===== config.mk =====
export PLATFORM = sky130hd
export DESIGN_NAME = io_port_bank
export DESIGN_NICKNAME = d
export VERILOG_FILES = /design/src/rtl/io_port_pkg.sv /design/src/rtl/io_sync.sv /design/src/rtl/io_port_bank.sv
export SDC_FILE = /design/constraint.sdc
export NUM_CORES = 1
export LEC_CHECK = 0
export BUFFER_PORTS_ARGS = -buffer_cell sky130_fd_sc_hd__buf_4
export CORE_MARGIN = 2
export CORE_UTILIZATION = 30
export DETAILED_ROUTE_END_ITERATION = 16
export PLACE_DENSITY = 0.49
export REMOVE_ABC_BUFFERS = 1
export SKIP_LAST_GASP = 1
export SLEW_MARGIN = 20
export SYNTH_ARGS = -nofsm -noshare
export SYNTH_HDL_FRONTEND = slang
export SYNTH_SLANG_ARGS = --single-unit
export TNS_END_PERCENT = 50

===== constraint.sdc =====
create_clock -name clk -period 3.3 [get_ports clk]
set_input_delay 0 -clock clk [delete_from_list [all_inputs] [get_ports clk]]
set_output_delay 0 -clock clk [all_outputs]
set_load 0.05 [all_outputs]

===== src/rtl/io_port_pkg.sv =====
// Shared constants for the memory-mapped GPIO port bank: register offsets,
// per-port address stride and parameter legality helpers.
package io_port_pkg;

  localparam int unsigned STRIDE = 8;

  typedef enum logic [2:0] {
    REG_OUT = 3'd0,
    REG_DDR = 3'd1,
    REG_PIN = 3'd2,
    REG_IFR = 3'd3,
    REG_IER = 3'd4
  } reg_sel_e;

  function automatic bit legal_ports(input int unsigned ports);
    return (ports == 1) || (ports == 2) || (ports == 4) || (ports == 8);
  endfunction

endpackage


===== src/rtl/io_sync.sv =====
// Multi-flop synchroniser for an asynchronous bus plus a one-cycle rising-edge
// pulse on the synchronised value.
module io_sync #(
  parameter int unsigned WIDTH  = 8,
  parameter int unsigned STAGES = 2
) (
  input  logic             clk,
  input  logic             rst_n,
  input  logic [WIDTH-1:0] async_i,
  output logic [WIDTH-1:0] sync_o,
  output logic [WIDTH-1:0] rise_o
);

  logic [STAGES-1:0][WIDTH-1:0] stage_q;
  logic [STAGES-1:0]            vld_q;
  logic [WIDTH-1:0]             prev_q;
  logic                         armed_q;

  // vld_q tracks which stages hold a real post-reset sample; edges are only
  // reported once prev_q holds one, so pins already high at release stay quiet.
  always_ff @(posedge clk or negedge rst_n) begin
    if (!rst_n) begin
      stage_q <= '0;
      vld_q   <= '0;
      prev_q  <= '0;
      armed_q <= 1'b0;
    end else begin
      // NOTE: non-blocking assignments let every flop sample the pre-edge
      // value, which is what makes this a shift chain and not a wire.
      stage_q <= {stage_q[STAGES-2:0], async_i};
      vld_q   <= {vld_q[STAGES-2:0], 1'b1};
      prev_q  <= stage_q[STAGES-1];
      armed_q <= vld_q[STAGES-1];
    end
  end

  assign sync_o = stage_q[STAGES-1];
  assign rise_o = stage_q[STAGES-1] & ~prev_q & {WIDTH{armed_q}};

endmodule


===== src/rtl/io_port_bank.sv =====
// Bank of 8-bit GPIO ports on a byte-wide CPU bus: output latch, direction,
// synchronised pin read, rising-edge interrupt flags and enables per port.
module io_port_bank
  import io_port_pkg::*;
#(
  parameter int unsigned PORTS       = 2,
  parameter logic [15:0] BASE_ADDR   = 16'h8400,
  parameter int unsigned SYNC_STAGES = 2
) (
  input  logic                 clk,
  input  logic                 reset,
  input  logic [15:0]          cpu_addr,
  input  logic [7:0]           cpu_data_in,
  input  logic                 cpu_write_enable,
  output logic [7:0]           cpu_data_out,
  output logic                 hit,
  input  logic [8*PORTS-1:0]   port_in,
  output logic [8*PORTS-1:0]   port_out,
  output logic [8*PORTS-1:0]   port_oe,
  output logic                 irq
);

  localparam int unsigned BLK_BITS = $clog2(STRIDE * PORTS);

  if (!legal_ports(PORTS)) begin : g_bad_ports
    $error("io_port_bank: PORTS must be 1, 2, 4 or 8");
  end
  if ((BASE_ADDR % (STRIDE * PORTS)) != 0) begin : g_bad_base
    $error("io_port_bank: BASE_ADDR must be aligned to 8*PORTS bytes");
  end
  if ((SYNC_STAGES != 2) && (SYNC_STAGES != 3)) begin : g_bad_sync
    $error("io_port_bank: SYNC_STAGES must be 2 or 3");
  end

  logic [BLK_BITS-1:0] offset;
  logic [2:0]          reg_sel;
  logic [2:0]          port_sel;
  logic                addr_hit;
  logic [PORTS-1:0]    port_hit;

  logic [PORTS-1:0][7:0] out_q, out_d, ddr_q, ddr_d;
  logic [PORTS-1:0][7:0] ifr_q, ifr_d, ier_q, ier_d;
  logic [PORTS-1:0][7:0] ifr_clr, pin_s, pin_rise;
  logic [7:0]            rdata_d, rdata_q;
  logic                  hit_q, irq_d, irq_q;

  // The block is aligned, so a hit is just the upper address bits matching.
  assign addr_hit = (cpu_addr[15:BLK_BITS] == BASE_ADDR[15:BLK_BITS]);
  assign offset   = cpu_addr[BLK_BITS-1:0];
  assign reg_sel  = offset[2:0];
  assign port_sel = 3'(offset >> 3);

  for (genvar g = 0; g < PORTS; g++) begin : g_port
    assign port_hit[g] = addr_hit && (port_sel == 3'(g));

    io_sync #(
      .WIDTH  (8),
      .STAGES (SYNC_STAGES)
    ) u_sync (
      .clk     (clk),
      .rst_n   (reset),
      .async_i (port_in[8*g +: 8]),
      .sync_o  (pin_s[g]),
      .rise_o  (pin_rise[g])
    );
  end

  always_comb begin
    // NOTE: every variable gets a default before any conditional update, so
    // no path leaves one unassigned and no latch is inferred.
    out_d   = out_q;
    ddr_d   = ddr_q;
    ier_d   = ier_q;
    ifr_clr = '0;
    ifr_d   = ifr_q;
    rdata_d = 8'h00;
    irq_d   = 1'b0;
    for (int p = 0; p < PORTS; p++) begin
      if (port_hit[p] && cpu_write_enable) begin
        case (reg_sel)
          REG_OUT: out_d[p]   = cpu_data_in;
          REG_DDR: ddr_d[p]   = cpu_data_in;
          REG_IFR: ifr_clr[p] = cpu_data_in;
          REG_IER: ier_d[p]   = cpu_data_in;
          default: ;
        endcase
      end
      // Set is ORed in after the clear so a coincident edge wins.
      ifr_d[p] = (ifr_q[p] & ~ifr_clr[p]) | (pin_rise[p] & ~ddr_q[p]);

      if (port_hit[p]) begin
        case (reg_sel)
          REG_OUT: rdata_d = out_q[p];
          REG_DDR: rdata_d = ddr_q[p];
          REG_PIN: rdata_d = pin_s[p];
          REG_IFR: rdata_d = ifr_q[p];
          REG_IER: rdata_d = ier_q[p];
          default: rdata_d = 8'h00;
        endcase
      end
      irq_d = irq_d | (|(ifr_q[p] & ier_q[p]));
    end
  end

  // NOTE: the per-port register file is small and software-visible, so every
  // entry is reset; large storage arrays would normally be left unreset.
  always_ff @(posedge clk or negedge reset) begin
    if (!reset) begin
      out_q   <= '0;
      ddr_q   <= '0;
      ifr_q   <= '0;
      ier_q   <= '0;
      rdata_q <= 8'h00;
      hit_q   <= 1'b0;
      irq_q   <= 1'b0;
    end else begin
      out_q   <= out_d;
      ddr_q   <= ddr_d;
      ifr_q   <= ifr_d;
      ier_q   <= ier_d;
      rdata_q <= rdata_d;
      hit_q   <= addr_hit;
      irq_q   <= irq_d;
    end
  end

  assign port_out     = out_q;
  assign port_oe      = ddr_q;
  assign cpu_data_out = rdata_q;
  assign hit          = hit_q;
  assign irq          = irq_q;

endmodule


==> flow_summary.json <==
{
  "outcome": "completed",
  "n_antenna_cell": 0,
  "place.gp.congestion": 0.733,
  "wirelength_um": 13500,
  "path_clk_slew_ns": 0.05,
  "rsz0062_at_grt": "no",
  "drive_gt1_share_pct": 39.3,
  "crit_type": "input port to flip-flop",
  "wl_per_cell_um": 18.9,
  "fp.coreArea_um2": 17100,
  "setup_viol": 0,
  "clock-root-buffer": "clkbuf_16",
  "grt_pass1_wl_um": 21200,
  "start_util_pct": 30.3,
  "ys_seq_area_share_pct": 60.3,
  "dpl_cell_area_um2": 6030,
  "cts.sinks": 125,
  "fin_nets": 519,
  "syn-cell-area_um2": 5190,
  "cp.arrival_ns": 1.96,
  "final_cell_area_um2": 6910,
  "final.setup_skew_ns": 0.00796,
  "worstMarginPinSlew_ns": 1.02,
  "min_period_ns": 1.67,
  "track_usage_pct": 15.7,
  "max_clock_freq_mhz": 599,
  "yosysUniqueCellTypes": 31,
  "regToRegEndpoint": "ifr_q[2]",
  "fillers": 1607,
  "fin_tns_setup_ns": 0,
  "die_x_um": 135,
  "viasPerCell": 4.81,
  "vias": 3429,
  "synth-seq-cells": 125,
  "postCtsSetupBuffers": 0,
  "grt_max_degree": 84,
  "reg2reg_from": "g_port[0].u_sync.armed_q",
  "vdd_drop_max_v": 0.000357,
  "r2r_slack_ns": 1.79,
  "drt_iter0_drc": 210,
  "critPathMaxFanout": 3,
  "avgSynthCellArea_um2": 14.5,
  "reg2reg_depth": 3,
  "cts_tree": "done",
  "slew-limit-headroom_pct": 32.1,
  "critPathLaunchType": "input port",
  "p_leak_uw": 0.00325,
  "drc": 0,
  "insertion_delay_ns": 0.41,
  "hold_violations": 0,
  "worstHoldPathType": "input port to asynchronous set/reset pin",
  "boundaryPins": 85,
  "die_y_um": 135,
  "antenna_left": 0,
  "die_area_um2": 18400,
  "dr.pass1.iters": 4,
  "finalCritPeriodShare_pct": 50.6,
  "antenna_found_initial": 0,
  "p_per_area_nw_per_um2": 532,
  "clockBufferDepth": 2,
  "yosysWarnings": 0,
  "grt_pass1_vias": 3680,
  "port-buffer-count": 84,
  "htree_num_levels": 4,
  "grt_overflow": 0,
  "postSynthCellCount": 357,
  "cp-end-kind": "flip-flop",
  "drv_slew": 0,
  "drv_cap": 0,
  "numCtsBuffers": 17,
  "dp.final_hpwl_um": 8710,
  "area_delta_synth_final_pct": 33.2,
  "required_ns": 3.59,
  "row_count": 48
}
state kept, by name, summed over array words and instances (netlist names):
| name | count |
|---|---|
| ifr_q | 16 |
| port_oe | 16 |
| irq | 1 |
| ier_q | 16 |
| g_port.u_sync.armed_q | 1 |
| hit | 1 |
| g_port.u_sync.vld_q | 2 |
| g_port.u_sync.prev_q | 16 |
| cpu_data_out | 8 |
| port_out | 16 |
| g_port.u_sync.stage_q | 16 |
| g_port.u_sync.sync_o | 16 |
worst max-delay path by stage:
| stage | startpoint | end | slack [ns] | cells after the start |
|---|---|---|---|---|
| after floorplan | cpu_addr[9] | port_oe[0] | 1.78 | 4 |
| after global placement | cpu_addr[1] | ier_q[15] | 1.38 | 4 |
| after detailed placement | cpu_addr[1] | ier_q[9] | 1.33 | 4 |
| after CTS | cpu_addr[10] | ifr_q[15] | 1.63 | 5 |
| final | cpu_addr[10] | hit | 1.63 | 6 |
| after global routing | cpu_addr[10] | ifr_q[10] | 1.54 | 5 |
synthesized netlist by cell type:
cell type | count | area (um^2)
dfrtp_1 | 125 | 3130
nor2_1 | 36 | 135
mux2_4 | 32 | 480
mux2_2 | 31 | 349
a221oi_1 | 19 | 166
nor2b_1 | 16 | 100
a21oi_1 | 15 | 75.1
mux2i_1 | 15 | 150
nor4bb_1 | 15 | 150
o22ai_1 | 8 | 50.1
clkbuf_1 | 6 | 22.5
buf_6 | 5 | 56.3
a22o_1 | 4 | 35.0
nand4_1 | 4 | 25.0
or4_4 | 4 | 45.0
nor4_4 | 3 | 63.8
a2111o_1 | 2 | 22.5
a31oi_1 | 2 | 12.5
buf_2 | 2 | 10.0
inv_1 | 2 | 7.51
a22oi_1 | 1 | 7.51
buf_4 | 1 | 7.51
conb_1 | 1 | 3.75
mux4_2 | 1 | 22.5
nand2_1 | 1 | 3.75
nand2_4 | 1 | 11.3
nand2b_1 | 1 | 6.26
nand3_1 | 1 | 5.00
nor3_1 | 1 | 5.00
nor4b_4 | 1 | 23.8
or2_2 | 1 | 6.26
stage by stage:
stage / util, % / setup WS [ns] / hold WS [ns] / instances / power [uW]
after floorplan: - / 1.78 / -0.296 / 343 / 1670
after global placement: 35.2 / 1.38 / 0.0369 / 654 / 1790
after detailed placement: 35.2 / 1.33 / 0.0386 / 654 / 1790
after CTS: 40.4 / 1.63 / 0.142 / 713 / 3720
after global routing: 40.4 / 1.54 / 0.180 / 713 / 3810
final: 40.4 / 1.63 / 0.127 / 713 / 3680
routing by layer:
metal  global-route usage [%]  part of all wire [%]
met3                     5.24                   5.0
met2                     24.3                    47
met1                     20.6                    47
met4                     5.50                   1.8
met5                        0                     0
where the power goes:
| group | total [uW] | leakage, uW | internal (uW) | switching [uW] |
|---|---|---|---|---|
| Sequential | 1580 | 0.00154 | 1570 | 15.7 |
| Combinational | 203 | 0.00142 | 98.5 | 105 |
| Clock | 1890 | 0.000295 | 1220 | 677 |
worst max-delay path: stages:
cell and delay [ns]:
dlygate4sd3_1 0.55, buf_4 0.15, nand2_1 0.11, dlygate4sd3_1 0.56, nor2_1 0.04, dlygate4sd3_1 0.55
cell type report:
type | instances | area (um^2) | area share (%)
well taps | 225 | 282 | 4.07
multi-input cells | 216 | 1960 | 28.3
flip-flops and latches | 125 | 3130 | 45.3
repair buffers | 114 | 938 | 13.6
clock buffers | 19 | 453 | 6.55
inverters | 2 | 7.51 | 0.109
clock inverters | 12 | 144 | 2.08
what timing repair did:
action	in CTS	in global routing
hold endpoints to repair	123	0
gates resized for setup	0	0
hold buffers	28	0
cells in the final DEF (no fill, tap or decap), drive strengths merged:
cell	netlist	routed
a2111o	2	2
a21oi	15	15
a221oi	19	19
a22o	4	4
a22oi	1	1
a31oi	2	2
buf	8	86
bufinv	0	3
clkbuf	6	19
clkinv	0	6
clkinvlp	0	2
conb	1	1
dfrtp	125	125
dlygate4sd3	0	28
inv	2	3
mux2	63	63
mux2i	15	15
mux4	1	1
nand2	2	2
nand2b	1	1
nand3	1	1
nand4	4	4
nor2	36	36
nor2b	16	16
nor3	1	1
nor4	3	3
nor4b	1	1
nor4bb	15	15
o22ai	8	8
or2	1	1
or4	4	4
cells by family after synthesis:
family          share of synthesized area [%]
flops                                    60.3
simple gates                             11.2
mux                                      19.3
compound gates                           7.12
buf+inv                                  2.00
other cells                            0.0723
No activity file was read; power rests on OpenSTA's default activity.
